**src/rtl/id_ex_if.sv**
```systemverilog
// Decode -> execute handshake bundle. Decode holds the master modport and the
// ID/EX buffer holds the slave modport.
interface id_ex_if #(
    parameter int unsigned N      = 16,
    parameter int unsigned REG_W  = 3,
    parameter int unsigned CTRL_W = 4
);
    logic              id_valid;
    logic [15:0]       id_instr;
    logic [CTRL_W-1:0] id_ctrl;
    logic [N-1:0]      id_src_val;
    logic [N-1:0]      id_dst_val;
    logic [REG_W-1:0]  id_src_reg;
    logic [REG_W-1:0]  id_dst_reg;
    logic              id_wb;
    logic              id_mem_read;
    logic              id_mem_write;
    logic              id_in_port;
    logic              id_two_word;
    logic              flush;

    logic              ex_valid;
    logic [CTRL_W-1:0] ex_ctrl;
    logic [15:0]       ex_instr;
    logic [N-1:0]      ex_src_val;
    logic [N-1:0]      ex_dst_val;
    logic [REG_W-1:0]  ex_src_reg;
    logic [REG_W-1:0]  ex_dst_reg;
    logic              ex_wb;
    logic              ex_mem_read;
    logic              ex_mem_write;
    logic              ex_in_port;
    logic              stall;

    modport master (
        output id_valid, id_instr, id_ctrl, id_src_val, id_dst_val, id_src_reg, id_dst_reg,
               id_wb, id_mem_read, id_mem_write, id_in_port, id_two_word, flush,
        input  ex_valid, ex_ctrl, ex_instr, ex_src_val, ex_dst_val, ex_src_reg, ex_dst_reg,
               ex_wb, ex_mem_read, ex_mem_write, ex_in_port, stall
    );

    modport slave (
        input  id_valid, id_instr, id_ctrl, id_src_val, id_dst_val, id_src_reg, id_dst_reg,
               id_wb, id_mem_read, id_mem_write, id_in_port, id_two_word, flush,
        output ex_valid, ex_ctrl, ex_instr, ex_src_val, ex_dst_val, ex_src_reg, ex_dst_reg,
               ex_wb, ex_mem_read, ex_mem_write, ex_in_port, stall
    );
endinterface

```
**src/rtl/id_ex_buffer.sv**
```systemverilog
// ID/EX pipeline register: load-use bubble insertion, two-word instruction assembly, flush.
// Optional hazard-bubble counter enabled by defining PERF_BUBBLE_CNT_EN.
module id_ex_buffer #(
    parameter int unsigned N      = 16,
    parameter int unsigned REG_W  = 3,
    parameter int unsigned CTRL_W = 4
) (
    input  logic        clk,
    input  logic        rst_n,
    id_ex_if.slave      bus,
    output logic [15:0] perf_bubbles_o
);

    typedef struct packed {
        logic              valid;
        logic [CTRL_W-1:0] ctrl;
        logic [15:0]       instr;
        logic [N-1:0]      src_val;
        logic [N-1:0]      dst_val;
        logic [REG_W-1:0]  src_reg;
        logic [REG_W-1:0]  dst_reg;
        logic              wb;
        logic              mem_read;
        logic              mem_write;
        logic              in_port;
    } ex_t;

    typedef enum logic [0:0] {StRun, StImmWait} state_e;

    state_e state_q, state_d;
    ex_t    ex_q, ex_d;
    ex_t    hold_q, hold_d;
    ex_t    id_word;
    logic   hazard;

    assign id_word = '{valid:     1'b1,
                       ctrl:      bus.id_ctrl,
                       instr:     bus.id_instr,
                       src_val:   bus.id_src_val,
                       dst_val:   bus.id_dst_val,
                       src_reg:   bus.id_src_reg,
                       dst_reg:   bus.id_dst_reg,
                       wb:        bus.id_wb,
                       mem_read:  bus.id_mem_read,
                       mem_write: bus.id_mem_write,
                       in_port:   bus.id_in_port};

    // Register compare is made even when the instruction does not use that operand.
    assign hazard = ex_q.valid & ex_q.mem_read & ex_q.wb & bus.id_valid & (state_q == StRun) &
                    ((ex_q.dst_reg == bus.id_src_reg) | (ex_q.dst_reg == bus.id_dst_reg));
    assign bus.stall = hazard & ~bus.flush;

    always_ff @(posedge clk or negedge rst_n) begin
        if (!rst_n) begin
            state_q <= StRun;
        end else begin
            state_q <= state_d;
        end
    end

    always_comb begin
        state_d = state_q;
        unique case (state_q)
            StRun: begin
                if (!bus.flush && !hazard && bus.id_valid && bus.id_two_word) state_d = StImmWait;
            end
            StImmWait: begin
                if (bus.flush || bus.id_valid) state_d = StRun;
            end
            default: state_d = StRun;
        endcase
    end

    always_comb begin
        ex_d   = '0;
        hold_d = hold_q;
        unique case (state_q)
            StRun: begin
                if (bus.flush || hazard || !bus.id_valid) begin
                    ex_d = '0;
                end else if (bus.id_two_word) begin
                    hold_d = id_word;
                end else begin
                    ex_d = id_word;
                end
            end
            StImmWait: begin
                if (bus.flush) begin
                    hold_d = '0;
                end else if (bus.id_valid) begin
                    ex_d       = hold_q;
                    ex_d.instr = bus.id_instr;
                    ex_d.valid = 1'b1;
                end
            end
            default: ex_d = '0;
        endcase
    end

    always_ff @(posedge clk or negedge rst_n) begin
        if (!rst_n) begin
            ex_q   <= '0;
            hold_q <= '0;
        end else begin
            ex_q   <= ex_d;
            hold_q <= hold_d;
        end
    end

    assign bus.ex_valid     = ex_q.valid;
    assign bus.ex_ctrl      = ex_q.ctrl;
    assign bus.ex_instr     = ex_q.instr;
    assign bus.ex_src_val   = ex_q.src_val;
    assign bus.ex_dst_val   = ex_q.dst_val;
    assign bus.ex_src_reg   = ex_q.src_reg;
    assign bus.ex_dst_reg   = ex_q.dst_reg;
    assign bus.ex_wb        = ex_q.wb;
    assign bus.ex_mem_read  = ex_q.mem_read;
    assign bus.ex_mem_write = ex_q.mem_write;
    assign bus.ex_in_port   = ex_q.in_port;

`ifdef PERF_BUBBLE_CNT_EN
    logic [15:0] bubbles_q, bubbles_d;

    // Only load-use bubbles count; saturates instead of wrapping.
    always_comb begin
        bubbles_d = bubbles_q;
        if (bus.stall && (bubbles_q != 16'hFFFF)) bubbles_d = bubbles_q + 16'd1;
    end

    always_ff @(posedge clk or negedge rst_n) begin
        if (!rst_n) begin
            bubbles_q <= '0;
        end else begin
            bubbles_q <= bubbles_d;
        end
    end

    assign perf_bubbles_o = bubbles_q;
`else
    assign perf_bubbles_o = 16'h0000;
`endif

endmodule

```
**src/flat_wrapper.sv**
```systemverilog
// flat-port wrapper written by rule: the top's interface ports become plain ports
module id_ex_buffer_flat 
#(
    parameter int unsigned N      = 16,
    parameter int unsigned REG_W  = 3,
    parameter int unsigned CTRL_W = 4
)
  (clk, rst_n, perf_bubbles_o, bus_id_valid, bus_id_instr, bus_id_ctrl, bus_id_src_val, bus_id_dst_val, bus_id_src_reg, bus_id_dst_reg, bus_id_wb, bus_id_mem_read, bus_id_mem_write, bus_id_in_port, bus_id_two_word, bus_flush, bus_ex_valid, bus_ex_ctrl, bus_ex_instr, bus_ex_src_val, bus_ex_dst_val, bus_ex_src_reg, bus_ex_dst_reg, bus_ex_wb, bus_ex_mem_read, bus_ex_mem_write, bus_ex_in_port, bus_stall);
  id_ex_if #(.N(N), .REG_W(REG_W), .CTRL_W(CTRL_W)) bus_i ();
  input  logic clk;
  input  logic rst_n;
  output logic [15:0] perf_bubbles_o;
  input wire logic [$bits(bus_i.id_valid)-1:0] bus_id_valid;
  input wire logic [$bits(bus_i.id_instr)-1:0] bus_id_instr;
  input wire logic [$bits(bus_i.id_ctrl)-1:0] bus_id_ctrl;
  input wire logic [$bits(bus_i.id_src_val)-1:0] bus_id_src_val;
  input wire logic [$bits(bus_i.id_dst_val)-1:0] bus_id_dst_val;
  input wire logic [$bits(bus_i.id_src_reg)-1:0] bus_id_src_reg;
  input wire logic [$bits(bus_i.id_dst_reg)-1:0] bus_id_dst_reg;
  input wire logic [$bits(bus_i.id_wb)-1:0] bus_id_wb;
  input wire logic [$bits(bus_i.id_mem_read)-1:0] bus_id_mem_read;
  input wire logic [$bits(bus_i.id_mem_write)-1:0] bus_id_mem_write;
  input wire logic [$bits(bus_i.id_in_port)-1:0] bus_id_in_port;
  input wire logic [$bits(bus_i.id_two_word)-1:0] bus_id_two_word;
  input wire logic [$bits(bus_i.flush)-1:0] bus_flush;
  output wire logic [$bits(bus_i.ex_valid)-1:0] bus_ex_valid;
  output wire logic [$bits(bus_i.ex_ctrl)-1:0] bus_ex_ctrl;
  output wire logic [$bits(bus_i.ex_instr)-1:0] bus_ex_instr;
  output wire logic [$bits(bus_i.ex_src_val)-1:0] bus_ex_src_val;
  output wire logic [$bits(bus_i.ex_dst_val)-1:0] bus_ex_dst_val;
  output wire logic [$bits(bus_i.ex_src_reg)-1:0] bus_ex_src_reg;
  output wire logic [$bits(bus_i.ex_dst_reg)-1:0] bus_ex_dst_reg;
  output wire logic [$bits(bus_i.ex_wb)-1:0] bus_ex_wb;
  output wire logic [$bits(bus_i.ex_mem_read)-1:0] bus_ex_mem_read;
  output wire logic [$bits(bus_i.ex_mem_write)-1:0] bus_ex_mem_write;
  output wire logic [$bits(bus_i.ex_in_port)-1:0] bus_ex_in_port;
  output wire logic [$bits(bus_i.stall)-1:0] bus_stall;
  assign bus_i.id_valid = bus_id_valid;
  assign bus_i.id_instr = bus_id_instr;
  assign bus_i.id_ctrl = bus_id_ctrl;
  assign bus_i.id_src_val = bus_id_src_val;
  assign bus_i.id_dst_val = bus_id_dst_val;
  assign bus_i.id_src_reg = bus_id_src_reg;
  assign bus_i.id_dst_reg = bus_id_dst_reg;
  assign bus_i.id_wb = bus_id_wb;
  assign bus_i.id_mem_read = bus_id_mem_read;
  assign bus_i.id_mem_write = bus_id_mem_write;
  assign bus_i.id_in_port = bus_id_in_port;
  assign bus_i.id_two_word = bus_id_two_word;
  assign bus_i.flush = bus_flush;
  assign bus_ex_valid = bus_i.ex_valid;
  assign bus_ex_ctrl = bus_i.ex_ctrl;
  assign bus_ex_instr = bus_i.ex_instr;
  assign bus_ex_src_val = bus_i.ex_src_val;
  assign bus_ex_dst_val = bus_i.ex_dst_val;
  assign bus_ex_src_reg = bus_i.ex_src_reg;
  assign bus_ex_dst_reg = bus_i.ex_dst_reg;
  assign bus_ex_wb = bus_i.ex_wb;
  assign bus_ex_mem_read = bus_i.ex_mem_read;
  assign bus_ex_mem_write = bus_i.ex_mem_write;
  assign bus_ex_in_port = bus_i.ex_in_port;
  assign bus_stall = bus_i.stall;
  id_ex_buffer #(.N(N), .REG_W(REG_W), .CTRL_W(CTRL_W)) u_core (.clk(clk), .rst_n(rst_n), .bus(bus_i), .perf_bubbles_o(perf_bubbles_o));
endmodule
```
**config.mk**
```make
export PLATFORM = sky130hd
export DESIGN_NAME = id_ex_buffer_flat
export DESIGN_NICKNAME = d
export VERILOG_FILES = /design/src/rtl/id_ex_if.sv /design/src/rtl/id_ex_buffer.sv /design/src/flat_wrapper.sv
export SDC_FILE = /design/constraint.sdc
export NUM_CORES = 1
export LEC_CHECK = 0
export CORE_MARGIN = 2
export CORE_UTILIZATION = 43
export DETAILED_ROUTE_END_ITERATION = 10
export PLACE_DENSITY = 0.77
export SLEW_MARGIN = 20
export SYNTH_ARGS = -nofsm -noshare
export SYNTH_HDL_FRONTEND = slang
export SYNTH_SLANG_ARGS = --single-unit
```
**constraint.sdc**
```tcl
create_clock -name clk -period 1.6 [get_ports clk]
set_input_delay 0.16 -clock clk [delete_from_list [all_inputs] [get_ports clk]]
set_output_delay 0.16 -clock clk [all_outputs]
set_load 0.02 [all_outputs]
```
* Yosys cells after proc, flatten, opt, wreduce, memory -nomap -nowiden *
Index checks and enable logic that the tools add are counted.
Widths: inputs -> output; s select.

storage, ports and cells
  flip-flop bits (word level) = 110
  input bits = 67
  output and inout bits = 80
  word-level logic and storage cells = 57

cells by class
  equal/unequal tests = 5
  mux-type cells = 12
  bitwise gates (word level) = 9
  reductions and logical operators = 10

operators with widths
  operator            number
  $mux 63             4
  $mux 62             3
  $pmux 63 s2         1
  $pmux 62 s2         1
  $and 1x1->1         6
  $eq 3x3->1          2
  $ne 2x2->1 const B  3
  $logic_and 1x1->1   3
  $logic_not 1->1     3
  $logic_or 1x1->1    3
  $reduce_and 3->1    1
  $mux 1              2
  $not 1->1           2
  $pmux 1 s2          1
  $or 1x1->1          1

* Longest topological paths before layout *
  depth in word-level cells = 11
  mapped depth = 8

* Least setup slack after synthesis *
OpenSTA, ideal clock, no wires.

  path kind = register to output
  start = reg u_core.ex_q, in the netlist u_core.bus.ex_wb
  end = out bus_stall
  arrival = 1693 ps
  data required time = 1440 ps
  setup slack = -253 ps
  cell stages (with the launch flop) = 7
  buffers on the path = 3
  path through = dfrtp_1 > nand4_1 > or2_1 > clkbuf_1 > buf_2 > buf_2 > nor3_1

between the ends
  longest elaborated chain between the ends = 5

ends and longest elaborated chain
  what                       line                 text
  start: declaration         id_ex_buffer.sv:31   ex_t ex_q, ex_d;
  start signal: assignment   id_ex_buffer.sv:102  ex_q <= '0;
  start signal: assignment   id_ex_buffer.sv:105  ex_q <= ex_d;
  $and 1x1->1 (4 in series)  id_ex_buffer.sv:49   assign hazard = ex_q.valid & ex_q.mem_read & ex_q.wb & bus.id_valid & (state_q == StRun) &
  $and 1x1->1                id_ex_buffer.sv:51   assign bus.stall = hazard & ~bus.flush;
  end: declaration           flat_wrapper.sv:37   output wire logic [$bits(bus_i.stall)-1:0] bus_stall;

No other way between the ends.

* Worst setup path after layout *
  start = reg u_core.ex_q, in the netlist u_core.bus.ex_dst_reg[0]
  end = reg u_core.hold_q[59] in the netlist's numbering

between the ends
  longest elaborated chain between the ends = 7
  elaborated cells between the ends (all ways) = 8
  those cells by class = eq/ne (3); bitwise (2); reduce/logical (3)

ends and longest elaborated chain
  what                                line                 text
  $eq 3x3->1                          id_ex_buffer.sv:50   ((ex_q.dst_reg == bus.id_src_reg) | (ex_q.dst_reg == bus.id_dst_reg));
  $or 1x1->1 (*)                      id_ex_buffer.sv:50
  $and 1x1->1 (*)                     id_ex_buffer.sv:49
  $logic_or 1x1->1 (*) (2 in series)  id_ex_buffer.sv:79   if (bus.flush || hazard || !bus.id_valid) begin
  $ne 2x2->1 (no line) (*)            n/a
  $reduce_and 3->1 (no line) (*)      n/a
  end signal: assignment              id_ex_buffer.sv:106  hold_q <= hold_d;
  end: declaration                    id_ex_buffer.sv:32   ex_t hold_q, hold_d;

Every way passes the cells marked *; elsewhere a longest branch is shown, timed or not.
A chain may end at the register's enable or synchronous reset.

==> results.yml <==
setup_path:
  cp_cell_sequence: "xnor2_2, nand3_2, and2_4, nor4b_4, buf_6, buf_12, a221o_1"
  max_stage_delay_ns: 0.45
  crit_required_ns: 1.82
  cp.arrival_ns: 2.03
  slowest_stage: "dfrtp_2"
  startpoint_type: "flip-flop"
  critical_path_buf_inv_count: 2
  cp_max_fo: 10
  critPathKind: "flip-flop to flip-flop"
  end_kind: "flip-flop"
  path_delay_family: "flip-flops"
sta:
  holdWs_ns: 0.273
  slew_headroom_pct: 65.8
  report.final.hold_viol_count: 0
  fin_crit_sh_pct: 113
  skew_ns: 0.00657
  setup_viol: 109
  setup_ws_ns: -0.205
  timing.final.crit_period_ns: 1.81
  rsz0062_at_grt: "true"
  drv_slew: 0
  max_freq_mhz: 554
  worst_pin_slew_ns: 0.508
floorplan:
  dieArea_sq_um: 12200
  die_h_um: 111
  row_count: 38
  die_w_um: 111
  initial_core_util_pct: 44.6
  coreArea_sq_um: 10900
  io_pins: 147
route:
  drtPass1Iterations: 6
  num_vias: 4214
  routed_wirelength_um: 13500
  detail-route-antenna-nets: 0
  remaining_drc_errors: 0
  drt_iter0_markers: 380
  drt-wirelength-per-cell_um: 18.5
  viasPerCell: 5.78
final_layout:
  antennaDiodeCount: 0
  finalNetCount: 651
  largest_reg_flops: 46
  area_growth_pct: 45.2
  largest_register: "u_core.hold_q"
  drive_gt1_share_pct: 16.3
  n_fill_cell: 838
  fin_util_pct: 64.8
clocking:
  cts_tree: "yes"
  cts_max_path_buffers: 2
  cts-htree-levels: 3
  cts-buffers-inserted: 9
  clock-sinks: 110
  clockRootBuffer: "clkbuf_16"
  clk_pin_slew_ns: 0.07
  insertion_delay_ns: 0.34
synth:
  synth.avg_cell_area_sq_um: 11.1
  synth_compound_area_share_pct: 23.0
  ys_seq_area_share_pct: 56.4
  synthXorXnorAreaFrac_pct: 1.08
  yosys.area_share.simple_pct: 13.0
  synth-seq-cells: 110
  syn-cell-area_sq_um: 4880
  yosys.area_share.adder_pct: 0
  yosysWarnings: 0
  synth.area.mux_share_pct: 0
  synth_top_family_by_area: "compound AO/OA/AOI/OAI gates"
  yosysUniqueCellTypes: 29
  syn_inst: 438
job:
  drv_cap: 0
hold_path:
  hp-class: "primary input to async pin"
placed_design:
  dp_slack_ns: -0.546
  dp_hpwl_um: 8700
  port_buffers: 130
  gp_congestion: 0.785
global_routing:
  grt_pass1_vias: 4165
  grt_overflow: 0
  grt_usage_pct: 22.0
  grt_max_degree: 51
  antenna_found_initial: 0
  grt_pass1_wl_um: 22000
pwr:
  powerDensity_nw_per_um2: 1010
  power_mw: 7.14
  power.leakage_nw: 3.15
  vdd_drop_max_uv: 456
status:
  violations: "negative setup slack"
  status: "finished, violations left"
==> routing by layer <==
| metal | up-vias | routed length (um) | track usage, % |
|---|---|---|---|
| li1 | 1888 | - | - |
| met5 | - | 0 | 0 |
| met1 | 2094 | 5590 | 29.6 |
| met3 | 16 | 917 | 4.88 |
| met2 | 216 | 6790 | 35.9 |
| met4 | 0 | 184 | 6.83 |
==> cell families (layout without fill, tap and decap cells) <==
| logic type | Yosys count | count (layout) |
|---|---|---|
| compound gates | 142 | 142 |
| simple gates | 124 | 125 |
| flops | 110 | 110 |
| buf+inv | 55 | 190 |
| xor+xnor | 6 | 6 |
| other cells | 1 | 16 |
==> stage by stage <==
stage / cell area (sq um) / TNS, ns / instances
detailed placement: 6590 / -45.94 / 707
global route: 7080 / -18.16 / 729
floorplan: 4950 / -3.58 / 453
finish: 7080 / -11.90 / 729
global placement: 6590 / -44.47 / 707
CTS: 7020 / -10.10 / 725
==> report_power, final <==
part	switching [mW]	internal (mW)	total (mW)
Sequential	0.263	3.10	3.37
Clock	0.992	1.41	2.40
Combinational	0.645	0.729	1.37
Total	1.90	5.24	7.14
==> layout by cell type (no fill, tap or decap), drive strengths merged, types with 3 or more instances in the layout <==
| master | count |
|---|---|
| a21oi | 47 |
| a221o | 46 |
| a22o | 46 |
| and2 | 18 |
| buf | 44 |
| clkbuf | 10 |
| clkdlybuf4s50 | 124 |
| conb | 16 |
| dfrtp | 110 |
| dlymetal6s2s | 3 |
| nand2 | 47 |
| nand3 | 48 |
| nor2 | 3 |
| xnor2 | 6 |
==> repair_timing <==
action                                  CTS  global route
hold endpoints to repair                 26             0
endpoints found under the setup margin  111           112
setup buffers                             0             3
hold buffers                              1             0
cloned                                    1             1
gates resized for setup                  18            15
pin swaps                                 7            36
==> final cells by class <==
class | instances | area [sq um] | share of cell area [%]
clock buffers | 10 | 239 | 3.37
clock inverters | 6 | 85.1 | 1.20
inverters | 1 | 3.75 | 0.0530
multi-input cells | 289 | 1980 | 28.0
flip-flops and latches | 110 | 2760 | 39.0
well taps | 140 | 175 | 2.47
repair buffers | 173 | 1840 | 25.9
==> Yosys cell counts <==
library cell | number | area (sq um)
conb_1 | 1 | 3.75
o21ai_1 | 1 | 5.00
xnor2_1 | 6 | 52.6
nor2b_1 | 1 | 6.26
nor3_1 | 1 | 5.00
buf_1 | 1 | 3.75
nor3_4 | 1 | 16.3
buf_4 | 16 | 120
a21oi_2 | 1 | 8.76
nand2_1 | 47 | 176
dfrtp_1 | 110 | 2750
a22o_1 | 46 | 403
and2_4 | 1 | 8.76
nand3_1 | 46 | 230
o21ai_0 | 1 | 5.00
nor4b_4 | 1 | 23.8
buf_2 | 16 | 80.1
clkbuf_1 | 17 | 63.8
inv_1 | 1 | 3.75
and2_1 | 17 | 106
nand4_1 | 1 | 6.26
nand3_2 | 2 | 20.0
a21oi_1 | 46 | 230
a221o_1 | 46 | 460
nand2b_1 | 2 | 12.5
buf_6 | 4 | 45.0
or2_1 | 2 | 12.5
o32ai_1 | 1 | 8.76
nor2_1 | 2 | 7.51
==> path summary, 6_finish.rpt <==
kind / cells after the start / slack [ns] / startpoint / end
max in group asynchronous: 3 / 0.75 / rst_n / u_core.bus.ex_dst_val[4]$_DFF_PN0_
max reg2reg: 7 / -0.21 / u_core.bus.ex_dst_reg[0]$_DFF_PN0_ / u_core.hold_q[59]$_DFFE_PN0P_
min in group clk: 2 / 0.39 / bus_id_instr[2] / u_core.bus.ex_instr[2]$_DFF_PN0_
min reg2reg: 1 / 0.54 / u_core.hold_q[60]$_DFFE_PN0P_ / u_core.bus.ex_ctrl[2]$_DFF_PN0_
max: 7 / -0.21 / u_core.bus.ex_dst_reg[0]$_DFF_PN0_ / u_core.hold_q[59]$_DFFE_PN0P_
min: 2 / 0.27 / rst_n / u_core.bus.ex_src_val[2]$_DFF_PN0_
Power figures use the tool's default switching activity.
